==> config.mk <==
export PLATFORM = sky130hd
export DESIGN_NAME = warp_sched_lite
export DESIGN_NICKNAME = d
export VERILOG_FILES = /design/src/rtl/warp_sched_lite_pkg.sv /design/src/rtl/warp_sched_lite_rr_warp_arbiter.sv /design/src/rtl/warp_sched_lite.sv
export SDC_FILE = /design/constraint.sdc
export NUM_CORES = 1
export LEC_CHECK = 0
export ABC_AREA = 0
export BUFFER_PORTS_ARGS = -buffer_cell sky130_fd_sc_hd__buf_2
export CAP_MARGIN = 20
export CORE_MARGIN = 4
export CORE_UTILIZATION = 52
export DETAILED_ROUTE_END_ITERATION = 6
export PLACE_DENSITY = 0.84
export RECOVER_POWER = 100
export SETUP_SLACK_MARGIN = 0.3
export SYNTH_ARGS = -nofsm -noshare
export SYNTH_HDL_FRONTEND = slang
export SYNTH_SLANG_ARGS = --single-unit
==> constraint.sdc <==
create_clock -name clk -period 2.8 [get_ports clk]
set_input_delay 0.42 -clock clk [delete_from_list [all_inputs] [get_ports clk]]
set_output_delay 0.42 -clock clk [all_outputs]
set_load 0.05 [all_outputs]
==> src/rtl/warp_sched_lite_pkg.sv <==
// Shared types and default configuration for the warp scheduler slice.
package warp_sched_lite_pkg;

  localparam int unsigned          DEF_NUM_WARPS   = 4;
  localparam int unsigned          DEF_NUM_THREADS = 4;
  localparam int unsigned          DEF_PC_BITS     = 31;
  localparam int unsigned          DEF_UUID_WIDTH  = 44;
  localparam logic [DEF_PC_BITS-1:0] DEF_STARTUP_PC = 31'h20000000;

  localparam int unsigned NW_WIDTH = $clog2(DEF_NUM_WARPS);

  // Schedule entry as consumed by fetch, in fetch's field order.
  typedef struct packed {
    logic [DEF_UUID_WIDTH-1:0]  uuid;
    logic [NW_WIDTH-1:0]        wid;
    logic [DEF_NUM_THREADS-1:0] tmask;
    logic [DEF_PC_BITS-1:0]     PC;
  } sched_data_t;

endpackage

==> src/rtl/warp_sched_lite_rr_warp_arbiter.sv <==
// Combinational round-robin picker: first request strictly after the pointer.
module rr_warp_arbiter #(
  parameter int unsigned NUM_REQ = 4,
  parameter int unsigned IDX_W   = 2
) (
  input  logic [NUM_REQ-1:0] req_i,
  input  logic [IDX_W-1:0]   ptr_i,
  output logic [NUM_REQ-1:0] gnt_onehot_o,
  output logic [IDX_W-1:0]   gnt_idx_o,
  output logic               gnt_valid_o
);

  logic [IDX_W-1:0] idx;

  // Scan ptr+1 .. ptr+NUM_REQ; index wraps naturally since NUM_REQ is 2**IDX_W.
  always_comb begin
    gnt_onehot_o = '0;
    gnt_idx_o    = '0;
    gnt_valid_o  = 1'b0;
    idx          = '0;
    for (int unsigned i = 1; i <= NUM_REQ; i++) begin
      idx = ptr_i + IDX_W'(i);
      if (!gnt_valid_o && req_i[idx]) begin
        gnt_valid_o       = 1'b1;
        gnt_idx_o         = idx;
        gnt_onehot_o[idx] = 1'b1;
      end
    end
  end

endmodule

==> src/rtl/warp_sched_lite.sv <==
// Warp scheduler: per-warp PC/tmask/active/stalled state, round-robin issue
// onto a registered valid/ready schedule interface feeding fetch.
module warp_sched_lite
  import warp_sched_lite_pkg::*;
#(
  parameter int unsigned         NUM_WARPS   = DEF_NUM_WARPS,
  parameter int unsigned         NUM_THREADS = DEF_NUM_THREADS,
  parameter int unsigned         PC_BITS     = DEF_PC_BITS,
  parameter int unsigned         UUID_WIDTH  = DEF_UUID_WIDTH,
  parameter logic [PC_BITS-1:0]  STARTUP_PC  = PC_BITS'(DEF_STARTUP_PC)
) (
  input  logic                         clk,
  input  logic                         reset,
  input  logic                         spawn_valid,
  input  logic [$clog2(NUM_WARPS)-1:0] spawn_wid,
  input  logic [PC_BITS-1:0]           spawn_PC,
  input  logic [NUM_THREADS-1:0]       spawn_tmask,
  input  logic                         resume_valid,
  input  logic [$clog2(NUM_WARPS)-1:0] resume_wid,
  input  logic [PC_BITS-1:0]           resume_PC,
  input  logic [NUM_THREADS-1:0]       resume_tmask,
  output logic                         sched_valid,
  input  logic                         sched_ready,
  output logic [$clog2(NUM_WARPS)-1:0] sched_wid,
  output logic [PC_BITS-1:0]           sched_PC,
  output logic [NUM_THREADS-1:0]       sched_tmask,
  output logic [UUID_WIDTH-1:0]        sched_uuid,
  output logic                         busy
);

  localparam int unsigned WID_W = $clog2(NUM_WARPS);

  logic [NUM_WARPS-1:0]   active_q, active_d;
  logic [NUM_WARPS-1:0]   stalled_q, stalled_d;
  logic [PC_BITS-1:0]     pc_q [NUM_WARPS];
  logic [PC_BITS-1:0]     pc_d [NUM_WARPS];
  logic [NUM_THREADS-1:0] tmask_q [NUM_WARPS];
  logic [NUM_THREADS-1:0] tmask_d [NUM_WARPS];
  logic [UUID_WIDTH-1:0]  uuid_q, uuid_d;
  logic [WID_W-1:0]       rr_q, rr_d;

  logic                   out_valid_q, out_valid_d;
  logic [WID_W-1:0]       out_wid_q, out_wid_d;
  logic [PC_BITS-1:0]     out_pc_q, out_pc_d;
  logic [NUM_THREADS-1:0] out_tmask_q, out_tmask_d;
  logic [UUID_WIDTH-1:0]  out_uuid_q, out_uuid_d;

  logic [NUM_WARPS-1:0]   eligible;
  logic [NUM_WARPS-1:0]   gnt_onehot;
  logic [WID_W-1:0]       gnt_idx;
  logic                   gnt_valid;
  logic                   advance;
  logic                   spawn_blocked;

  assign eligible      = active_q & ~stalled_q;
  assign advance       = !out_valid_q || sched_ready;
  assign spawn_blocked = resume_valid && (resume_wid == spawn_wid) && (resume_tmask == '0);

  rr_warp_arbiter #(
    .NUM_REQ (NUM_WARPS),
    .IDX_W   (WID_W)
  ) u_arb (
    .req_i        (eligible),
    .ptr_i        (rr_q),
    .gnt_onehot_o (gnt_onehot),
    .gnt_idx_o    (gnt_idx),
    .gnt_valid_o  (gnt_valid)
  );

  // Next-state: issue first, then resume, then spawn. Spawn gates on the
  // pre-cycle active bit and yields to a same-cycle halt of the same warp.
  always_comb begin
    active_d    = active_q;
    stalled_d   = stalled_q;
    pc_d        = pc_q;
    tmask_d     = tmask_q;
    uuid_d      = uuid_q;
    rr_d        = rr_q;
    out_valid_d = out_valid_q;
    out_wid_d   = out_wid_q;
    out_pc_d    = out_pc_q;
    out_tmask_d = out_tmask_q;
    out_uuid_d  = out_uuid_q;

    if (advance) begin
      if (gnt_valid) begin
        out_valid_d = 1'b1;
        out_wid_d   = gnt_idx;
        out_pc_d    = pc_q[gnt_idx];
        out_tmask_d = tmask_q[gnt_idx];
        out_uuid_d  = uuid_q;
        stalled_d   = stalled_q | gnt_onehot;
        uuid_d      = uuid_q + UUID_WIDTH'(1);
        rr_d        = gnt_idx;
      end else begin
        out_valid_d = 1'b0;
      end
    end

    if (resume_valid) begin
      stalled_d[resume_wid] = 1'b0;
      pc_d[resume_wid]      = resume_PC;
      tmask_d[resume_wid]   = resume_tmask;
      if (resume_tmask == '0) begin
        active_d[resume_wid] = 1'b0;
      end
    end

    if (spawn_valid && !active_q[spawn_wid] && !spawn_blocked) begin
      active_d[spawn_wid]  = 1'b1;
      stalled_d[spawn_wid] = 1'b0;
      pc_d[spawn_wid]      = spawn_PC;
      tmask_d[spawn_wid]   = spawn_tmask;
    end
  end

  // State registers with synchronous reset; warp 0 comes up active.
  always_ff @(posedge clk) begin
    if (reset) begin
      active_q    <= NUM_WARPS'(1);
      stalled_q   <= '0;
      pc_q        <= '{default: '0};
      pc_q[0]     <= STARTUP_PC;
      tmask_q     <= '{default: '0};
      tmask_q[0]  <= NUM_THREADS'(1);
      uuid_q      <= '0;
      rr_q        <= '0;
      out_valid_q <= 1'b0;
      out_wid_q   <= '0;
      out_pc_q    <= '0;
      out_tmask_q <= '0;
      out_uuid_q  <= '0;
    end else begin
      active_q    <= active_d;
      stalled_q   <= stalled_d;
      pc_q        <= pc_d;
      tmask_q     <= tmask_d;
      uuid_q      <= uuid_d;
      rr_q        <= rr_d;
      out_valid_q <= out_valid_d;
      out_wid_q   <= out_wid_d;
      out_pc_q    <= out_pc_d;
      out_tmask_q <= out_tmask_d;
      out_uuid_q  <= out_uuid_d;
    end
  end

  assign sched_valid = out_valid_q;
  assign sched_wid   = out_wid_q;
  assign sched_PC    = out_pc_q;
  assign sched_tmask = out_tmask_q;
  assign sched_uuid  = out_uuid_q;
  assign busy        = |active_q;

  // Resuming a warp that is not stalled is a protocol error upstream.
  a_resume_stalled: assert property (@(posedge clk) disable iff (reset)
    resume_valid |-> stalled_q[resume_wid]);

endmodule

==> flow_summary.toml <==
[outcome]
status = "finished clean"

[routing]
routedWlPerCell_um = 18.4
vias = 11900
firstDrtPassIters = 5
ant_nets = 0
first_iter_violations = 1047
viasPerCell = 6.01
drt_wl_total_um = 36400
drc_errors = 0

[critical_path]
critPathSlowestCell = "or4_1"
crit_required_ns = 3.24
critPathLaunchType = "flip-flop"
critical_path_arrival_ns = 3.05
criticalPathCategory = "reg2reg"
crit_fanout = 7
endpoint_kind = "flip-flop"
path_cells = "nand2b_1, or4_1, a31o_2, a2bb2oi_4, clkbuf_1, clkbuf_2, or3b_1, o311ai_0"
critPathMaxStageDelay_ns = 0.52

[floorplan]
core_region_area_sq_um = 24500
die_y_um = 166
die_x_um = 166
io-pin-count = 162
rows = 57
initial_core_util = 0.530
die-area_sq_um = 27500

[yosys]
yosys-top-cells-count = "dfxtp_1 (274), nor2_1 (254), mux2i_1 (152), a211oi_1 (138)"
synth-seq-cells = 274
ys_top_cells_by_area = "dfxtp_1 (42%), mux2i_1 (12%), a211oi_1 (8.0%)"
yosysSeqAreaShare = 0.423
syn_inst = 1506
synth_top_area_cell = "dfxtp_1"
synth_ff_type = "dfxtp_1"
synth.net_count = 1594
synthesis.area_sq_um = 13000
yosysWarnings = 0
async_flop_share = 0
synth-edff-count = 0
synth.distinct_cells = 56
yosysTopAreaCellShare = 0.423
synth.most_common_cell = "dfxtp_1"
syn_area_per_cell_sq_um = 8.61

[sta]
finalSetupViolations = 0
hold_violations = 0
slew_headroom = 0.0759
fin_crit_sh = 0.935
fin_crit_ns = 2.62
finalSetupTns_ns = 0
fin_skew_ns = 0.0254
max_freq_mhz = 382
timing.final.ws_setup_ns = 0.182
worstMarginPinSlew_ns = 1.39
finalMaxSlewViolations = 0
rsz0062_at_grt = "true"

[pwr]
powerDensity_nw_per_um2 = 720
pwr-share-seq = 0.393
p_clk_frac = 0.333
net-switching-power_w = 0.00356
leakage_nw = 6.08
internal-power_w = 0.00746
combPwrFrac = 0.274
p_sw_frac = 0.323
ir_drop_uv = 482

[clock_network]
cts_root_buf = "clkbuf_16"
cts_max_path_buffers = 3
cts_buffers = 29
clk_latency_ns = 0.56
clk_pin_slew_ns = 0.06
cts.sinks = 274
ctsHoldBuffers = 0
cts_tree = "yes"
cts_max_level = 1

[global_routing]
gr-usage-met3 = 0.0569
grt_pass1_wl_um = 58400
grt_max_degree = 121
grt_use_met1 = 0.305
grtUsageMet2 = 0.417
top_usage_layer = "met2"
grt_pass1_vias = 11600
gr-total-overflow = 0
antenna_found_initial = 8
gr-usage-all-layers = 0.247

[finish]
drive_gt1_frac = 0.128
final-seq-area_sq_um = 5490
nets = 1720
final_cells = 1981
fillCellCount = 1959
multi_input_area_sq_um = 6970
area_delta_synth_final_pct = 18.1

[job]
max_cap_violations = 0

[placement]
dp_hpwl_um = 21400
io_buffer_count = 161
place_ws_ns = 0.0578
place_inst = 1900
gp_congestion = 0.920

[worst_hold_path]
holdCritPathClass = "in2reg"
-- final cells by class --
class | count | share of cell area
clock buffers | 41 | 0.0556
flip-flops and latches | 274 | 0.359
repair buffers | 222 | 0.0899
inverters | 35 | 0.00907
multi-input cells | 1070 | 0.455
clock inverters | 10 | 0.00441
diodes | 5 | 0.000817
well taps | 324 | 0.0265
-- worst max-delay path, delay by kind of cell (launching register included) --
family,cells,cell delay [ns]
compound gates,3,0.63
buf+inv,2,0.37
flops,1,0.39
simple gates,3,1.12
-- worst paths after layout --
check / slack [ns] / end / cells after the start / start
hold / removal: 0.12 / sched_wid[0] / 2 / reset
hold reg to reg: 0.45 / sched_uuid[42] / 2 / sched_uuid[42]
setup / recovery: 0.18 / sched_PC[20] / 8 / stalled_q[3]
setup reg to reg: 0.18 / sched_PC[20] / 8 / stalled_q[3]
-- sequential cells by signal, indices dropped and copies added (netlist names) --
register     cells
pc_q           124
sched_uuid      44
uuid_q          44
sched_PC        31
tmask_q         16
active_q         4
sched_tmask      4
stalled_q        4
sched_wid        2
sched_valid      1
-- per-stage QoR --
step / hold WS (ns) / util / area (sq um) / power (W)
floorplan: 0.444 / - / 13100 / 0.00613
global placement: 0.439 / 0.582 / 14200 / 0.00679
detailed placement: 0.444 / 0.582 / 14200 / 0.00686
CTS: 0.104 / 0.629 / 15400 / 0.0110
global route: 0.100 / 0.626 / 15300 / 0.0114
finish: 0.118 / 0.626 / 15300 / 0.0110
-- cell families (layout without fill, tap and decap cells) --
logic type      count (synthesis)  in the layout  synth area share
xor+xnor                       41             41            0.0277
simple gates                  545            545             0.202
flops                         274            274             0.423
other cells                     0              5                 0
buf+inv                       162            308            0.0509
fa+ha+maj                       9              9           0.00868
compound gates                321            321             0.167
mux                           154            154             0.121
-- metal layers --
metal | vias to the layer above | routed length, um
li1 | 5608 | -
met1 | 5679 | 15000
met2 | 489 | 17400
met3 | 118 | 2680
met4 | 6 | 1320
met5 | - | 40
-- cell usage in the layout, fill, tap and decap left out, drive strengths merged, types with 2 or more instances in the layout --
master and count:
a211o 6, a211oi 138, a21oi 117, a221o 3
a31oi 4, and3 11, and3b 2, and4 3
buf 113, bufbuf 3, clkbuf 146, clkinv 8
clkinvlp 3, dfxtp 274, diode 5, ha 9
inv 34, mux2i 152, mux4 2, nand2 117
nand2b 6, nand3 18, nand3b 34, nand4 15
nor2 254, nor2b 7, nor3 15, nor3b 8
nor4 6, nor4bb 2, o211ai 3, o21ai 9
o311ai 29, or2 4, or3 5, or3b 29
or4 5, xnor2 18, xor2 23
-- power groups by stage --
stage,clock network (W),registers (W),logic [W]
6_report,0.00367,0.00433,0.00302
5_1_grt,0.00389,0.00435,0.00319
4_1_cts,0.00371,0.00432,0.00299
3_5_place_dp,0,0.00441,0.00244
3_3_place_gp,0,0.00440,0.00239
2_1_floorplan,0,0.00464,0.00149
-- timing repair --
item,4_1_cts,5_1_grt
setup endpoints to repair,35,40
pin swaps,3,6
gates cloned,4,2
gates resized for setup,6,15
setup buffers,11,8
Note: power is estimated with default switching activity, not from simulation.
